==> src/rtl/sub_16_serial.sv <==
// Digit-serial 16-bit subtractor: diff = a - b - b_in, DIGIT_W bits per cycle, LSB digit first.
// Define SUB_16_SERIAL_OVF_EN to add the registered signed-overflow output ovf.
module sub_16_serial #(
    parameter int DIGIT_W = 4
) (
    input  logic        clk,
    input  logic        rst_n,
    input  logic        start,
    input  logic [15:0] a,
    input  logic [15:0] b,
    input  logic        b_in,
    output logic [15:0] diff,
    output logic        b_out,
    output logic        busy,
    output logic        done
`ifdef SUB_16_SERIAL_OVF_EN
    ,
    output logic        ovf
`endif
);

    localparam int         N      = 16 / DIGIT_W;
    localparam logic [4:0] N_LAST = 5'(N);

    typedef enum logic [1:0] {
        IDLE = 2'd0,
        RUN  = 2'd1,
        DONE = 2'd2
    } state_t;

    state_t      r_state;
    logic [15:0] r_a;
    logic [15:0] r_b;
    logic [15:0] r_acc;
    logic        r_borrow;
    logic [4:0]  r_cnt;
`ifdef SUB_16_SERIAL_OVF_EN
    logic        r_a_msb;
    logic        r_b_msb;
`endif

    logic [DIGIT_W:0] w_sub;
    logic [15:0]      w_top;
    logic [15:0]      w_acc_next;

    // The extra top bit of the digit difference is the borrow into the next digit.
    assign w_sub      = {1'b0, r_a[DIGIT_W-1:0]} - {1'b0, r_b[DIGIT_W-1:0]}
                        - {{DIGIT_W{1'b0}}, r_borrow};
    assign w_top      = 16'(w_sub[DIGIT_W-1:0]) << (16 - DIGIT_W);
    assign w_acc_next = (r_acc >> DIGIT_W) | w_top;

    always_ff @(posedge clk or negedge rst_n) begin
        if (!rst_n) begin
            r_state  <= IDLE;
            r_a      <= '0;
            r_b      <= '0;
            r_acc    <= '0;
            r_borrow <= 1'b0;
            r_cnt    <= '0;
            diff     <= '0;
            b_out    <= 1'b0;
            busy     <= 1'b0;
            done     <= 1'b0;
`ifdef SUB_16_SERIAL_OVF_EN
            r_a_msb  <= 1'b0;
            r_b_msb  <= 1'b0;
            ovf      <= 1'b0;
`endif
        end else begin
            done <= 1'b0;
            case (r_state)
                IDLE: begin
                    if (start) begin
                        r_a      <= a;
                        r_b      <= b;
                        r_borrow <= b_in;
                        r_acc    <= '0;
                        r_cnt    <= '0;
                        busy     <= 1'b1;
                        r_state  <= RUN;
`ifdef SUB_16_SERIAL_OVF_EN
                        r_a_msb  <= a[15];
                        r_b_msb  <= b[15];
`endif
                    end
                end
                RUN: begin
                    // Outputs only change here, once every digit has been accumulated.
                    if (r_cnt == N_LAST) begin
                        diff    <= r_acc;
                        b_out   <= r_borrow;
                        done    <= 1'b1;
                        r_state <= DONE;
`ifdef SUB_16_SERIAL_OVF_EN
                        ovf     <= (r_a_msb != r_b_msb) && (r_acc[15] != r_a_msb);
`endif
                    end else begin
                        r_acc    <= w_acc_next;
                        r_borrow <= w_sub[DIGIT_W];
                        r_a      <= r_a >> DIGIT_W;
                        r_b      <= r_b >> DIGIT_W;
                        r_cnt    <= r_cnt + 5'd1;
                    end
                end
                DONE: begin
                    busy    <= 1'b0;
                    r_state <= IDLE;
                end
                default: begin
                    busy    <= 1'b0;
                    r_state <= IDLE;
                end
            endcase
        end
    end

endmodule

==> config.mk <==
export PLATFORM = sky130hd
export DESIGN_NAME = sub_16_serial
export DESIGN_NICKNAME = d
export VERILOG_FILES = /design/src/rtl/sub_16_serial.sv
export SDC_FILE = /design/constraint.sdc
export NUM_CORES = 1
export LEC_CHECK = 0
export CAP_MARGIN = 20
export CORE_MARGIN = 5
export CORE_UTILIZATION = 40
export CTS_CLUSTER_SIZE = 8
export DETAILED_ROUTE_END_ITERATION = 8
export HOLD_SLACK_MARGIN = 0.06
export PLACE_DENSITY_LB_ADDON = 0.3
export SLEW_MARGIN = 20
export SYNTH_ARGS = -nofsm -noshare
export SYNTH_HDL_FRONTEND = slang
export SYNTH_SLANG_ARGS = --single-unit
==> constraint.sdc <==
create_clock -name clk -period 2.8 [get_ports clk]
set_clock_uncertainty 0.15 [all_clocks]
set_input_delay 0.56 -clock clk [delete_from_list [all_inputs] [get_ports clk]]
set_output_delay 0.56 -clock clk [all_outputs]
set_load 0.1 [all_outputs]
# --- Word-level counts from Yosys, hierarchy flattened ---
# Cells that the tools add are included.
totals:
  mem_count: 0
  mem_bits_ro: 0
  latch_bits: 0
  in_bits: 36
  register_bits: 75
  ram_bits: 0
  out_inout_bits: 19
classes:
  reduce_logical: 6
  div_mod_pow: 0
  shift: 0
  bitwise_logic: 2
  eq_ne: 5
  n_mux: 22
  addsub: 3
  mul: 0
  order_cmp: 0
ops:
  columns: ["operator", "count"]
  rows:
  - ["two-way mux 16 bit", 6]
  - ["case mux 16 bit (2 select lines)", 3]
  - ["OR 12 x 16 -> 16 bit", 1]
  - ["two-way mux 5 bit", 2]
  - ["case mux 5 bit (2 select lines)", 1]
  - ["!= test 2 bit, second input constant", 3]
  - ["AND reduction 2 bit", 3]
  - ["adder 5 x 1 -> 5 bit, second input constant", 1]
  - ["== test 5 x 3 -> 1 bit, second input constant", 1]
  - ["two-way mux 1 bit", 5]
  - ["subtractor 4 x 4 -> 5 bit", 1]
  - ["subtractor 5 x 1 -> 5 bit", 1]
  - ["two-way mux 2 bit", 2]
  - ["case mux 1 bit (2 select lines)", 2]
  - ["case mux 2 bit (2 select lines)", 1]
  - ["AND reduction 3 bit", 1]
  - ["== test 2 x 1 -> 1 bit, second input constant", 1]
  - ["logical NOT 2 bit", 1]
  - ["nonzero test 2 bit", 1]
  - ["NOT 1 bit", 1]

# --- Logic depth before layout (Yosys ltp) ---
depth:
  ltp_word: 5
  mapped_depth: 8

# --- Worst setup path after synthesis ---
# Ideal clock, no wire load.
synth_timing:
  path_kind: "flip-flop to flip-flop"
  start: "register r_a[0]"
  end: "register r_acc[15]"
  setup_ns: 0.083
  stages_incl_launch_ff: 8
  slack_ns: 0.961
  period_less_slack_ns: 1.839
  arrival_ns: 1.606
  t_required_ns: 2.567
  path_cell_list: "dfrtp_1 > fa_1 > inv_1 > ha_1 > o21ai_0 > nand3b_1 > xnor2_1 > o21ai_0"
synth_via:
  elab_chain_len: 5
synth_lines:
  columns: ["item", "line_no", "source"]
  rows:
  - ["from (decl)", "32", "logic [15:0] r_a;"]
  - ["from (signal assigned)", "100", "r_a <= r_a >> DIGIT_W;"]
  - ["subtractor 4 x 4 -> 5 bit", "47", "assign w_sub = {1'b0, r_a[DIGIT_W-1:0]} - {1'b0, r_b[DIGIT_W-1:0]}"]
  - ["subtractor 5 x 1 -> 5 bit", "48", "- {{DIGIT_W{1'b0}}, r_borrow};"]
  - ["OR 12 x 16 -> 16 bit", "50", "assign w_acc_next = (r_acc >> DIGIT_W) | w_top;"]
  - ["two-way mux 16 bit", "89", "if (r_cnt == N_LAST) begin"]
  - ["case mux 16 bit (2 select lines)", "71", "case (r_state)"]
  - ["to (signal assigned)", "98", "r_acc <= w_acc_next;"]
  - ["to (decl)", "34", "logic [15:0] r_acc;"]
# Every way passes these cells. The select of a mux whose other input is x is not followed.
# A chain may end at the register's enable or synchronous reset.

# --- Final worst setup path ---
layout_timing:
  start: "register r_cnt[0]"
  end: "register r_b[2]"
layout_via:
  elab_chain_len: 3
layout_lines:
  columns: ["item", "line_no", "source"]
  rows:
  - ["from (decl)", "36", "logic [4:0] r_cnt;"]
  - ["from (signal assigned)", "102", "r_cnt <= r_cnt + 5'd1;"]
  - ["== test 5 x 3 -> 1 bit", "89", null]
  - ["!= test 2 bit (no line)", null, null]
  - ["AND reduction 3 bit (no line)", null, null]
  - ["to (signal assigned)", "101", "r_b <= r_b >> DIGIT_W;"]
  - ["to (decl)", "33", "logic [15:0] r_b;"]
# Every way passes these cells.

==> run summary <==
status - finished, final reports clean
flop2flop setup slack - 790 ps
FF-to-FF End - r_b[2]$_DFFE_PN0P_
DIE AREA - 0.0104 mm²
first-pass GRT wire length - 11800 µm
clock latency on the worst-skew pair - 350 ps
Iter 0 DRT Violations - 91
antenna violations before repair - 0
Worst-path clk slew - 80 ps
Setup CP Type - reg -> reg
setup_tns - 0 ps
post-synthesis sequential area ratio - 55.4%
clock buffer depth - 2
CTS tree - done
mapped cell area - 0.00339 mm²
Root Buffer - clkbuf_8
DRC violations left - 0
proportion of layout cells with a drive suffix above 1 - 12.1%
Synth Instances - 374
GPL Wtd Cong - 0.769
Antenna Cells - 0
CTS Buf Count - 9
Hold Fails Final Rpt - 0
Largest stage delay, worst path - 400 ps
Clock Sinks - 75
Yosys warning total - 0
FP Rows - 33
hpwl dp - 4700 µm
post-CTS sizing - 0
minimum clock period - 2010 ps
Internal - 3.14 mW
Die Span Y - 102 µm
Pins Over Slew Limit - 0
worst r2r path cells - 8
crit path launch - r_cnt[0]$_DFFE_PN0P_
H-tree Lvls - 3
syn avg cell area - 9.06 µm²
Gate power share - 49.9%
port buffer count - 54
Unique masters post-synth - 32
final worst-path cycle share - 71.7%
Post-DRT Antenna Nets - 0
routed len/inst - 12.7 µm
HP Class - in -> async
area of the core - 0.00822 mm²
first-pass iteration count of the detailed router - 4
total grt overflow - 0
slew margin rel. - 38.8%
P_sw - 2.70 mW
WL final - 6770 µm
vias in the first global route - 2617
hold buffer count at CTS - 0
GRT Total Usage - 14.5%
Worst Max-Slew Pin Slew - 918 ps
Die Span X - 102 µm
RSZ-0062 raised after global routing - false
count of final setup violators - 0
clock group share of total power - 17.9%
CP endpoint kind - flop
highest clock rate - 0.498 GHz
initial core utilization - 41.3%
P&R area growth vs syn - 23.0%
PwrDens - 1400 mW/mm²
flops & latches, synth - 75
CP startpoint kind - flop
Vias/cell - 4.79
CP max FO - 29
net switching share of the total power - 46.3%
sequential share of power - 32.2%
Critical R2R Launch - r_cnt[0]$_DFFE_PN0P_
nets@finish - 470
Critical Path RT - 2860 ps
IO Pins - 55
leakage power - 2.03 nW
syn_nets - 420
Max VDD drop - 0.000514 V
CP Cell Sequence - inv_1, ha_1, nand4bb_1, a21oi_2, inv_2, buf_12, nor2_1, a31oi_1
Max Cap Violations - 0
Pwr Total - 5.85 mW
total vias in the final route - 2559
crit path DAT - 2070 ps
Setup Buffers After CTS - 0
largest net degree at the start of global routing - 76
Slowest-stage cell, CP - dfrtp_1
-- cells by family after synthesis --
kind of cell	after synthesis	synth area share (%)
DFF	75	55.4
AOI/OAI and AO/OA	47	8.08
adders and majority gates	10	4.13
buffers and inverters	38	6.72
xor gates and xnor gates	6	1.55
and+or+nand+nor	198	24.1
-- worst max path at each step --
stage          cells past startpoint                     to  slack, ps
2_1_floorplan                      7  r_acc[15]$_DFFE_PN0P_        960
3_3_place_gp                       7     r_a[1]$_DFFE_PN0P_        580
3_5_place_dp                       7     r_b[0]$_DFFE_PN0P_        540
4_1_cts                            8     r_b[2]$_DFFE_PN0P_        810
5_1_grt                            8     r_a[7]$_DFFE_PN0P_        690
6_report                           8     r_b[2]$_DFFE_PN0P_        790
-- state kept, by name (all words and copies together) (netlist names) --
name / flops
r_borrow: 1
busy: 1
r_cnt: 5
r_state: 2
r_a: 16
r_acc: 16
b_out: 1
r_b: 16
done: 1
diff: 16
-- synth_stat cells, drive strengths merged --
cell type | count | share of area [%]
o21ai | 19 | 2.8
nand3b | 1 | 0.22
buf | 21 | 4.8
nand4 | 1 | 0.18
xnor2 | 3 | 0.78
nand3 | 19 | 2.8
ha | 8 | 3.0
or3b | 1 | 0.26
fa | 2 | 1.2
clkinv | 1 | 0.15
and4bb | 1 | 0.37
o31ai | 1 | 0.22
inv | 15 | 1.7
o211ai | 1 | 0.22
nor3b | 1 | 0.37
a21oi | 2 | 0.41
nor2b | 1 | 0.26
clkbuf | 1 | 0.11
a31oi | 24 | 4.4
nand4bb | 1 | 0.33
nor2 | 27 | 3.1
nand2 | 144 | 16
nand2b | 1 | 0.18
xor2 | 3 | 0.78
dfrtp | 75 | 55
-- stage by stage --
step                hold WS, ps  instances  setup WS (ps)  util [%]  cell area, µm²
floorplan                   114        374            961         -            3390
global placement            303        518            576      47.6            3910
detailed placement          315        518            538      47.6            3910
CTS                         223        534            806      50.7            4170
global route                263        534            689      50.7            4170
finish                      188        534            792      50.7            4170
-- cells in the final DEF, fill, tap and decap left out, types with 2 or more instances in the layout --
| master | n |
|---|---|
| o21ai_0 | 18 |
| nand2_1 | 142 |
| fa_1 | 2 |
| clkbuf_8 | 11 |
| inv_1 | 14 |
| nor2_1 | 26 |
| bufinv_16 | 3 |
| a31oi_1 | 24 |
| dfrtp_1 | 75 |
| xnor2_1 | 3 |
| clkdlybuf4s50_1 | 34 |
| buf_4 | 26 |
| nand2_2 | 2 |
| nand3_1 | 19 |
| xor2_1 | 3 |
| ha_1 | 8 |
-- final cells by class --
| type | instances | area, µm² |
|---|---|---|
| tap | 105 | 131 |
| sequential | 75 | 1880 |
| fill | 795 | 4050 |
| multi-input combinational | 261 | 1280 |
| inverter | 16 | 61.3 |
| clock buffer | 11 | 151 |
| timing repair buffer | 61 | 556 |
| clock inverter | 5 | 108 |
-- metal layers --
layer / part of all wire, % / vias up / global-route usage, %
met2: 48 / 59 / 23.4
met5: 0 / - / 0
li1: - / 1305 / -
met1: 46 / 1187 / 18.3
met4: 1.2 / 0 / 5.05
met3: 5.3 / 8 / 4.64
-- critical path: cells and delay by family (launching register included) --
kind                       cells  cell delay [ps]
AOI/OAI and AO/OA              2              310
and+or+nand+nor                2              300
DFF                            1              400
adders and majority gates      1              200
buffers and inverters          3              520
-- power groups by stage --
stage	combinational (mW)	clock, mW	sequential [mW]
after floorplan	1.62	0	2.66
after global routing	3.25	1.13	1.95
after CTS	2.96	1.07	1.89
final	2.92	1.05	1.88
after detailed placement	2.96	0	1.91
after global placement	2.88	0	1.90
Note: power is estimated with default switching activity, not from simulation.
